### src/rtl/instr_fetch_unit.sv
// instr_fetch_unit: single-outstanding instruction fetcher.
// Takes the word address on pc, issues one read to instruction memory,
// buffers the returned word with its address, and hands it to decode over
// a valid/ready handshake. A flush (taken branch) discards any pending fetch
// and any buffered instruction.
// Optional build macro: FETCH_STALL_CNT_EN adds a saturating 32-bit
// stall_cnt output counting cycles lost to memory (ungranted request or
// waiting for read data).
module instr_fetch_unit #(
    parameter int DW = 32,
    parameter int AW = 32
) (
    input  logic          clk,
    input  logic          reset,
    input  logic [AW-1:0] pc,
    output logic          pc_advance,
    input  logic          flush,
    output logic          imem_req,
    output logic [AW-1:0] imem_addr,
    input  logic          imem_gnt,
    input  logic          imem_rvalid,
    input  logic [DW-1:0] imem_rdata,
    output logic          instr_valid,
    output logic [DW-1:0] instr,
    output logic [AW-1:0] instr_pc,
    input  logic          instr_ready
`ifdef FETCH_STALL_CNT_EN
    ,
    output logic [31:0]   stall_cnt
`endif
);

    typedef enum logic [1:0] {
        S_IDLE = 2'd0,
        S_REQ  = 2'd1,
        S_WAIT = 2'd2,
        S_FULL = 2'd3
    } state_t;

    state_t        state_q;
    logic [AW-1:0] req_pc_q;
    logic          drop_q;
    logic          instr_valid_q;
    logic [DW-1:0] instr_q;
    logic [AW-1:0] instr_pc_q;
    logic          req_d;
    logic          grant_d;

    // Request is gated combinationally by flush so a branch in the same cycle
    // never lets a stale address reach memory or advance the PC.
    assign req_d      = (state_q == S_REQ) && !flush;
    assign grant_d    = req_d && imem_gnt;
    assign imem_req   = req_d;
    assign imem_addr  = pc;
    assign pc_advance = grant_d;

    assign instr_valid = instr_valid_q;
    assign instr       = instr_q;
    assign instr_pc    = instr_pc_q;

    // Fetch FSM: one request in flight, single-entry output buffer.
    always_ff @(posedge clk or negedge reset) begin
        if (!reset) begin
            state_q       <= S_IDLE;
            req_pc_q      <= '0;
            drop_q        <= 1'b0;
            instr_valid_q <= 1'b0;
            instr_q       <= '0;
            instr_pc_q    <= '0;
        end else begin
            case (state_q)
                S_IDLE: begin
                    state_q <= S_REQ;
                end
                S_REQ: begin
                    if (grant_d) begin
                        req_pc_q <= pc;
                        state_q  <= S_WAIT;
                    end
                end
                S_WAIT: begin
                    if (imem_rvalid) begin
                        if (drop_q || flush) begin
                            // Response belongs to a flushed fetch; throw it away.
                            drop_q  <= 1'b0;
                            state_q <= S_REQ;
                        end else begin
                            instr_q       <= imem_rdata;
                            instr_pc_q    <= req_pc_q;
                            instr_valid_q <= 1'b1;
                            state_q       <= S_FULL;
                        end
                    end else if (flush) begin
                        // Remember to discard the response still on its way.
                        drop_q <= 1'b1;
                    end
                end
                S_FULL: begin
                    if (instr_ready || flush) begin
                        instr_valid_q <= 1'b0;
                        state_q       <= S_REQ;
                    end
                end
                default: begin
                    state_q <= S_IDLE;
                end
            endcase
        end
    end

`ifdef FETCH_STALL_CNT_EN
    logic [31:0] stall_cnt_q;
    logic        stall_d;

    assign stall_d   = (req_d && !imem_gnt) || ((state_q == S_WAIT) && !imem_rvalid);
    assign stall_cnt = stall_cnt_q;

    // Saturating count of cycles spent waiting on instruction memory.
    always_ff @(posedge clk or negedge reset) begin
        if (!reset) begin
            stall_cnt_q <= '0;
        end else if (stall_d && (stall_cnt_q != 32'hFFFF_FFFF)) begin
            stall_cnt_q <= stall_cnt_q + 32'd1;
        end
    end
`endif

endmodule

### config.mk
export PLATFORM = sky130hd
export DESIGN_NAME = instr_fetch_unit
export DESIGN_NICKNAME = d
export VERILOG_FILES = /design/src/rtl/instr_fetch_unit.sv
export SDC_FILE = /design/constraint.sdc
export NUM_CORES = 1
export LEC_CHECK = 0
export BUFFER_PORTS_ARGS = -buffer_cell sky130_fd_sc_hd__buf_4
export CORE_MARGIN = 2
export CORE_UTILIZATION = 40
export DETAILED_ROUTE_END_ITERATION = 10
export GPL_ROUTABILITY_DRIVEN = 0
export PLACE_DENSITY = 0.78
export SKIP_LAST_GASP = 1
export SYNTH_ARGS = -nofsm -noshare
export SYNTH_HDL_FRONTEND = slang
export SYNTH_SLANG_ARGS = --single-unit
### constraint.sdc
create_clock -name clk -period 4.5 [get_ports clk]
set_input_delay 0.225 -clock clk [delete_from_list [all_inputs] [get_ports clk]]
set_output_delay 0.225 -clock clk [all_outputs]
set_load 0.02 [all_outputs]
==> results of run 1 <==
## placed cells by master, fill, tap and decap left out
cell	instances
o21ai_0	1
dfrtp_1	100
inv_2	1
nand3_1	2
dlygate4sd3_1	1
o2bb2ai_1	2
buf_4	171
nand2b_1	1
nor4b_1	1
a41oi_1	1
or4_1	1
inv_6	1
clkbuf_1	2
inv_1	2
and3_2	1
bufinv_16	2
and2b_2	1
and4b_1	2
mux2_1	64
and3_1	1
clkinvlp_4	2
a21oi_1	3
ha_1	3
clkbuf_8	9
nand3b_1	1
nand2_1	97
nor2_1	1
or3b_1	1
## cells in the mapped netlist (all sizes together)
cell type and count:
o2bb2ai 2, a41oi 1, and4b 2, and2b 1, ha 3, inv 3
and3 2, or3b 1, nand3b 1, nand2b 1, dfrtp 100, nor2 1
buf 40, a21oi 3, o21ai 1, nor4b 1, or4 1, nand3 2
clkbuf 6, nand2 97, mux2 64
## logic make-up (layout without fill, tap and decap cells)
kind of cell	count (synthesis)	in the layout	synth area share, %
adders and majority gates	3	3	0.920
AOI/OAI and AO/OA	7	7	1.13
buffers and inverters	49	191	7.70
and+or+nand+nor	110	110	11.2
DFF	100	100	61.3
muxes	64	64	17.7
## through the flow
step | hold WS, ps | worst slack, ps | utilization, % | instance area (sq um) | std cells
final | 61.5 | 2020 | 55.5 | 5450 | 608
after global routing | 43.6 | 1790 | 55.5 | 5450 | 608
after CTS | 37.4 | 1960 | 55.5 | 5450 | 608
after detailed placement | 282 | 1960 | 53.2 | 5230 | 591
after global placement | 266 | 2050 | 53.2 | 5230 | 591
after floorplan | -70.6 | 2690 | - | 4080 | 333
## what timing repair did
item                                   in CTS  in global routing
hold buffers                                1                  0
resized for setup                           0                  0
endpoints found under the hold margin      48                  0
setup endpoints to repair                   0                  0
## metal layers
| metal | track usage (%) | share of wire, % | up-vias |
|---|---|---|---|
| met5 | 0 | 0 | - |
| met1 | 20.0 | 42 | 1393 |
| met3 | 4.62 | 6.8 | 8 |
| met2 | 26.2 | 50 | 105 |
| li1 | - | - | 1337 |
| met4 | 4.86 | 0.83 | 0 |
## where the power goes
part | switching, mW | internal, mW
clock | 0.297 | 0.316
combinational | 0.596 | 0.511
sequential | 0.188 | 1.25
## final cells by class
cell class                      count  area [sq um]
Timing Repair Buffer              172          1290
Fill cell                         864          4370
Clock buffer                       11           131
Multi-Input combinational cell    184          1260
Sequential cell                   100          2500
Tap cell                          133           166
Clock inverter                      5          83.8
Inverter                            3          11.3
## final timing paths
path,from,to,slack (ps)
min in group asynchronous,reset,instr[13]$_DFFE_PN0P_,420
min,imem_rvalid,drop_q$_DFFE_PN0P_,60
max reg2reg,state_q[0]$_DFFE_PN0P_,instr[24]$_DFFE_PN0P_,2020
max in group asynchronous,reset,instr[24]$_DFFE_PN0P_,2980
min reg2reg,req_pc_q[10]$_DFFE_PN0P_,req_pc_q[10]$_DFFE_PN0P_,480
max,state_q[0]$_DFFE_PN0P_,instr[24]$_DFFE_PN0P_,2020
## sequential cells by signal (all words and copies together) (netlist names)
name / count
instr_valid: 1
instr: 32
state_q: 2
instr_pc: 32
req_pc_q: 32
drop_q: 1
==> metrics.txt, run 1 <==
# TYPE chip_impl_metric gauge
chip_impl_metric{name="min_period",unit="ps"} 2480
chip_impl_metric{name="globalRouteTotalUtil",unit="%"} 15.8
chip_impl_metric{name="detail_route.first_pass.iterations",unit=""} 4
chip_impl_metric{name="timing_hold_violations_final",unit=""} 0
chip_impl_metric{name="first_drt_iteration_drcs",unit=""} 80
chip_impl_metric{name="antenna_cells_inserted",unit=""} 0
chip_impl_metric{name="numCtsBuffers",unit=""} 9
chip_impl_metric{name="dieWidth",unit="microns"} 105
chip_impl_metric{name="max-clock-path-buffers",unit=""} 2
chip_impl_metric{name="yosys.area.top_type_share",unit="%"} 61.3
chip_impl_info{name="synthDominantAreaCellType",value="dfrtp_1"} 1
chip_impl_metric{name="grt_max_degree",unit=""} 53
chip_impl_metric{name="fin_setup_tns",unit="ps"} 0
chip_impl_metric{name="timing.reg2reg.worst_path_depth",unit=""} 5
chip_impl_info{name="path_cells",value="inv_1, ha_1, and3_2, buf_4, mux2_1"} 1
chip_impl_info{name="critical_path.endpoint_type",value="register"} 1
chip_impl_metric{name="clock_skew",unit="ps"} 11.3
chip_impl_metric{name="clock-sinks",unit=""} 100
chip_impl_metric{name="synth.lib_cells_used.distinct",unit=""} 23
chip_impl_metric{name="max_slew_margin",unit="%"} 51.0
chip_impl_info{name="clock-root-buffer",value="clkbuf_8"} 1
chip_impl_metric{name="detailedPlacementHpwl",unit="microns"} 6050
chip_impl_metric{name="cts_post_setup_buffers_inserted",unit=""} 0
chip_impl_metric{name="drc",unit=""} 0
chip_impl_metric{name="port_buffers",unit=""} 168
chip_impl_metric{name="worst_setup_hold_path_clk_slew",unit="ps"} 90
chip_impl_metric{name="num-nets-final",unit=""} 543
chip_impl_metric{name="slowest_delay",unit="ps"} 710
chip_impl_info{name="timing_worst_setup_path_type",value="register to register"} 1
chip_impl_metric{name="worst_skew_pair.late_latency",unit="ps"} 350
chip_impl_metric{name="routed_via_density",unit=""} 4.68
chip_impl_info{name="top_delay_family_on_crit_path",value="simple AND/OR/NAND/NOR gates"} 1
chip_impl_metric{name="layout_worst_path_cycle_share",unit="%"} 55.1
chip_impl_metric{name="antenna_found_initial",unit=""} 0
chip_impl_metric{name="final-max-slew-violation-count",unit=""} 0
chip_impl_metric{name="achievable_frequency",unit="MHz"} 403
chip_impl_metric{name="rows",unit=""} 36
chip_impl_metric{name="height_of_the_chip",unit="microns"} 105
chip_impl_metric{name="grt_pass1_vias",unit=""} 2930
chip_impl_info{name="status",value="completed"} 1
chip_impl_metric{name="critical_path_depth",unit=""} 5
chip_impl_metric{name="crit_path_max_fanout",unit=""} 35
chip_impl_metric{name="vdd_drop_max",unit="mV"} 0.267
chip_impl_metric{name="syn-instance-count",unit=""} 333
chip_impl_metric{name="die-area",unit="sq mm"} 0.0110
chip_impl_info{name="synth_top_cells_by_area",value="dfrtp_1, mux2_1, nand2_1, buf_4, buf_2"} 1
chip_impl_metric{name="drive_gt1_share",unit="%"} 39.6
chip_impl_metric{name="pin_count",unit=""} 169
chip_impl_metric{name="vias",unit=""} 2843
chip_impl_metric{name="transition_time_of_the_tightest_slew_check_pin",unit="ps"} 734
chip_impl_metric{name="fin_total_pwr",unit="mW"} 3.16
chip_impl_metric{name="syn-num-nets",unit=""} 406
chip_impl_info{name="classification_of_the_worst_slack_hold_path",value="primary input to register"} 1
chip_impl_metric{name="cp_data_arrival_time",unit="ps"} 2710
chip_impl_info{name="rsz0062_at_grt",value="no"} 1
chip_impl_metric{name="grt_first_pass_wirelength",unit="microns"} 14000
chip_impl_metric{name="syn-cell-area",unit="sq mm"} 0.00408
chip_impl_metric{name="coreArea",unit="sq mm"} 0.00982
chip_impl_metric{name="globalRoute.totalOverflow",unit=""} 0
chip_impl_metric{name="finalSetupViolations",unit=""} 0
chip_impl_metric{name="synth_seq_area_share",unit="%"} 61.3
chip_impl_info{name="startpoint_type",value="register"} 1
chip_impl_metric{name="detail_route.wl_per_cell",unit="microns"} 13.8
chip_impl_metric{name="synth-warning-count",unit=""} 0
chip_impl_metric{name="power.static_leakage",unit="nW"} 3.02
chip_impl_metric{name="holdPathStages",unit=""} 2
chip_impl_metric{name="ys_ff_latch",unit=""} 100
chip_impl_metric{name="syn_avg_cell_area",unit="sq um"} 12.2
chip_impl_metric{name="cts_htree_levels",unit=""} 3
chip_impl_metric{name="pwr_density_cell",unit="mW/mm^2"} 579
chip_impl_metric{name="signed_area_change_from_the_synthesized_netlist_to_the_final_layout",unit="%"} 33.7
chip_impl_metric{name="totalWireLength",unit="microns"} 8400
chip_impl_metric{name="max_cap_violations",unit=""} 0
chip_impl_metric{name="initial_standard_cell_utilization_of_the_core",unit="%"} 41.5
chip_impl_metric{name="critical_path.n_buffers_inverters",unit=""} 2
chip_impl_metric{name="ant_nets",unit=""} 0
chip_impl_info{name="cts_tree",value="built"} 1
chip_impl_info{name="timing.critical_path.slowest_stage_cell",value="and3_2"} 1
chip_impl_metric{name="worst-endpoint-required",unit="ps"} 4730
Power figures use the tool's default switching activity.
==> inputs of run 2 (changes only) <==
--- a/config.mk
+++ b/config.mk
@@ -5,6 +5,7 @@
 export SDC_FILE = /design/constraint.sdc
 export NUM_CORES = 1
 export LEC_CHECK = 0
+export ABC_AREA = 1
 export BUFFER_PORTS_ARGS = -buffer_cell sky130_fd_sc_hd__buf_4
 export CORE_MARGIN = 2
 export CORE_UTILIZATION = 40
==> constraint.sdc (replaced) <==
create_clock -name clk -period 2.3 [get_ports clk]
set_input_delay 0.115 -clock clk [delete_from_list [all_inputs] [get_ports clk]]
set_output_delay 0.115 -clock clk [all_outputs]
set_load 0.02 [all_outputs]
==> metrics.txt, run 2 <==
# TYPE chip_impl_metric gauge
chip_impl_info{name="synth.most_common_cell",value="nand2_1"} 1
chip_impl_metric{name="proportion_of_synthesized_area_in_mux_cells",unit="%"} 0
chip_impl_metric{name="transition_time_of_the_tightest_slew_check_pin",unit="ps"} 663
chip_impl_metric{name="antenna_cells_inserted",unit=""} 0
chip_impl_metric{name="layout_worst_path_cycle_share",unit="%"} 90.4
chip_impl_metric{name="pin_count",unit=""} 169
chip_impl_metric{name="grt_first_pass_wirelength",unit="microns"} 17400
chip_impl_metric{name="crit_path_max_fanout",unit=""} 33
chip_impl_info{name="critical_path.endpoint_type",value="output port"} 1
chip_impl_info{name="clock-root-buffer",value="clkbuf_8"} 1
chip_impl_metric{name="synth-warning-count",unit=""} 0
chip_impl_metric{name="num-nets-final",unit=""} 754
chip_impl_metric{name="synth.lib_cells_used.distinct",unit=""} 20
chip_impl_metric{name="routed_via_density",unit=""} 4.62
chip_impl_metric{name="yosys.area_share.adder",unit="%"} 0.866
chip_impl_metric{name="synthXorXnorAreaFrac",unit="%"} 0
chip_impl_info{name="final_common_cell",value="nand2_1"} 1
chip_impl_metric{name="rows",unit=""} 38
chip_impl_info{name="mostFrequentLayoutCells",value="nand2_1, buf_4, dfrtp_1"} 1
chip_impl_metric{name="worst-endpoint-required",unit="ps"} 2180
chip_impl_metric{name="synth-edff-count",unit=""} 0
chip_impl_info{name="status",value="completed"} 1
chip_impl_metric{name="post_layout_nonfiller_instances",unit=""} 825
chip_impl_metric{name="ys_ff_latch",unit=""} 100
chip_impl_info{name="startpoint_type",value="register"} 1
chip_impl_metric{name="comb_power_share",unit="%"} 39.2
chip_impl_metric{name="dieWidth",unit="microns"} 108
chip_impl_metric{name="synth_seq_area_share",unit="%"} 57.7
chip_impl_metric{name="syn_avg_cell_area",unit="sq um"} 8.86
chip_impl_metric{name="syn-num-nets",unit=""} 562
chip_impl_metric{name="pwr-share-seq",unit="%"} 42.1
chip_impl_metric{name="power.static_leakage",unit="nW"} 3.45
chip_impl_metric{name="globalRoute.totalOverflow",unit=""} 0
chip_impl_metric{name="antenna_found_initial",unit=""} 0
chip_impl_metric{name="grt_max_degree",unit=""} 52
chip_impl_metric{name="detail_route.first_pass.iterations",unit=""} 5
chip_impl_metric{name="coreArea",unit="sq mm"} 0.0107
chip_impl_metric{name="first_drt_iteration_drcs",unit=""} 292
chip_impl_metric{name="worst_skew_pair.late_latency",unit="ps"} 360
chip_impl_metric{name="min_period",unit="ps"} 2080
chip_impl_metric{name="achievable_frequency",unit="MHz"} 481
chip_impl_metric{name="max_slew_margin",unit="%"} 55.8
chip_impl_metric{name="vias",unit=""} 3814
chip_impl_info{name="synthFlopType",value="dfrtp_1"} 1
chip_impl_metric{name="internal_power",unit="mW"} 4.43
chip_impl_metric{name="drc",unit=""} 0
chip_impl_metric{name="synthArstFlopShare",unit="%"} 100
chip_impl_metric{name="detailedPlacementHpwl",unit="microns"} 6770
chip_impl_metric{name="drive_gt1_share",unit="%"} 28.6
chip_impl_metric{name="totalWireLength",unit="microns"} 10900
chip_impl_info{name="synth_top_family_by_area",value="simple AND/OR/NAND/NOR gates"} 1
chip_impl_metric{name="initial_standard_cell_utilization_of_the_core",unit="%"} 40.5
chip_impl_info{name="timing_worst_setup_path_type",value="register to output port"} 1
chip_impl_metric{name="max_cap_violations",unit=""} 0
chip_impl_info{name="yosys-top-cells-count",value="nand2_1, dfrtp_1, o21ai_0"} 1
chip_impl_info{name="rsz0062_at_grt",value="no"} 1
chip_impl_info{name="synthDominantAreaCellType",value="dfrtp_1"} 1
chip_impl_metric{name="vdd_drop_max",unit="mV"} 0.539
chip_impl_metric{name="cp_data_arrival_time",unit="ps"} 1960
chip_impl_info{name="synth_top_cells_by_area",value="dfrtp_1, nand2_1, o21ai_0, buf_4, buf_6"} 1
chip_impl_info{name="cts_tree",value="built"} 1
chip_impl_metric{name="clock-sinks",unit=""} 100
chip_impl_metric{name="finalSetupViolations",unit=""} 0
chip_impl_metric{name="clkPwrFrac",unit="%"} 18.7
chip_impl_metric{name="height_of_the_chip",unit="microns"} 108
chip_impl_metric{name="final-max-slew-violation-count",unit=""} 0
chip_impl_metric{name="power.switching",unit="mW"} 2.60
chip_impl_metric{name="signed_area_change_from_the_synthesized_netlist_to_the_final_layout",unit="%"} 44.8
chip_impl_metric{name="syn-instance-count",unit=""} 489
chip_impl_metric{name="worst_setup_hold_path_clk_slew",unit="ps"} 90
chip_impl_metric{name="globalRouteTotalUtil",unit="%"} 18.9
chip_impl_metric{name="numCtsBuffers",unit=""} 9
chip_impl_metric{name="syn-cell-area",unit="sq mm"} 0.00433
chip_impl_metric{name="max-clock-path-buffers",unit=""} 2
chip_impl_metric{name="sw_frac_of_total",unit="%"} 37.0
chip_impl_metric{name="ant_nets",unit=""} 0
chip_impl_metric{name="cts_htree_levels",unit=""} 3
chip_impl_metric{name="grt_pass1_vias",unit=""} 3805
chip_impl_metric{name="detail_route.wl_per_cell",unit="microns"} 13.2
chip_impl_metric{name="die-area",unit="sq mm"} 0.0117
chip_impl_metric{name="post_synth_and_or_nand_nor_area_fraction",unit="%"} 22.2
chip_impl_metric{name="yosys.area.top_type_share",unit="%"} 57.7
chip_impl_metric{name="placedCellCount",unit=""} 745
chip_impl_metric{name="pwr_density_cell",unit="mW/mm^2"} 1120
chip_impl_metric{name="synth_compound_gate_area_share",unit="%"} 8.14
chip_impl_metric{name="timing_hold_violations_final",unit=""} 0
chip_impl_metric{name="fin_setup_tns",unit="ps"} 0
chip_impl_metric{name="clock_skew",unit="ps"} 7.11
chip_impl_info{name="classification_of_the_worst_slack_hold_path",value="primary input to register"} 1
chip_impl_metric{name="port_buffers",unit=""} 168
-- run 2: cell types whose count changed after synthesis, sizes merged, moves of 2 or more --
cell     delta
and3        -2
and4b       -2
buf        +10
clkbuf      +2
inv         +7
mux2       -64
nand2     +143
nor2        +5
o21ai      +65
o2bb2ai     -2
-- run 2: cell type report --
class	count	area [sq um]
fill	888	4420
timing repair buffer	239	1970
inverter	10	37.5
sequential	100	2500
tap	140	175
multi-input combinational	321	1350
clock buffer	10	138
clock inverter	5	100
-- run 2: final timing paths --
| kind | from | end | slack (ps) | depth (start not counted) |
|---|---|---|---|---|
| max in group asynchronous | reset | req_pc_q[19]$_DFFE_PN0P_ | 1260 | 3 |
| min in group asynchronous | reset | instr[7]$_DFFE_PN0P_ | 310 | 2 |
| worst min-delay path | imem_gnt | state_q[1]$_DFFE_PN0P_ | 160 | 5 |
| worst min register to register | req_pc_q[13]$_DFFE_PN0P_ | instr_pc[13]$_DFFE_PN0P_ | 480 | 2 |
| worst max-delay path | state_q[1]$_DFFE_PN0P_ | pc_advance | 220 | 7 |
| worst max register to register | state_q[0]$_DFFE_PN0P_ | instr[13]$_DFFE_PN0P_ | 570 | 6 |
-- run 2: logic make-up after synthesis --
| family | Yosys count |
|---|---|
| AOI/OAI and AO/OA | 70 |
| adders and majority gates | 3 |
| buffers and inverters | 68 |
| DFF | 100 |
| and+or+nand+nor | 248 |
-- run 2: power groups by stage --
stage	logic, mW	clock network (mW)	registers, mW
after floorplan	0.962	0	3.49
after global placement	2.59	0	2.95
after detailed placement	2.67	0	2.98
after CTS	2.76	1.35	2.95
after global routing	3.03	1.42	3.04
final	2.76	1.31	2.96
-- run 2: metrics by stage --
step	cell area, sq um	utilization [%]	power (mW)	setup WS [ps]	hold slack (ps)
finish	6270	58.7	7.03	221	158
global route	6270	58.7	7.49	73.5	148
CTS	6270	58.7	7.06	206	126
detailed placement	5390	50.4	5.65	584	179
global placement	5390	50.4	5.54	670	177
floorplan	4330	-	4.46	805	-181
-- run 2: routing by layer --
| metal | vias up | routed length (microns) | global-route usage [%] |
|---|---|---|---|
| met1 | 1781 | 4540 | 22.9 |
| met2 | 143 | 5510 | 33.1 |
| met5 | - | 0 | 0 |
| li1 | 1873 | - | - |
| met4 | 0 | 198 | 7.97 |
| met3 | 17 | 662 | 3.44 |
-- run 2: worst max-delay path, stage by stage (launching register included) --
cell	delay, ps
dfrtp_1	420
inv_1	70
ha_1	180
inv_2	70
nor2_2	110
nand2_1	90
inv_2	420
buf_4	240
-- run 2: what timing repair did --
item / 4_1_cts / 5_1_grt
buffers inserted: 0 / 0
hold buffers: 65 / 0
endpoints found under the hold margin: 114 / 0
gates resized for setup: 0 / 0
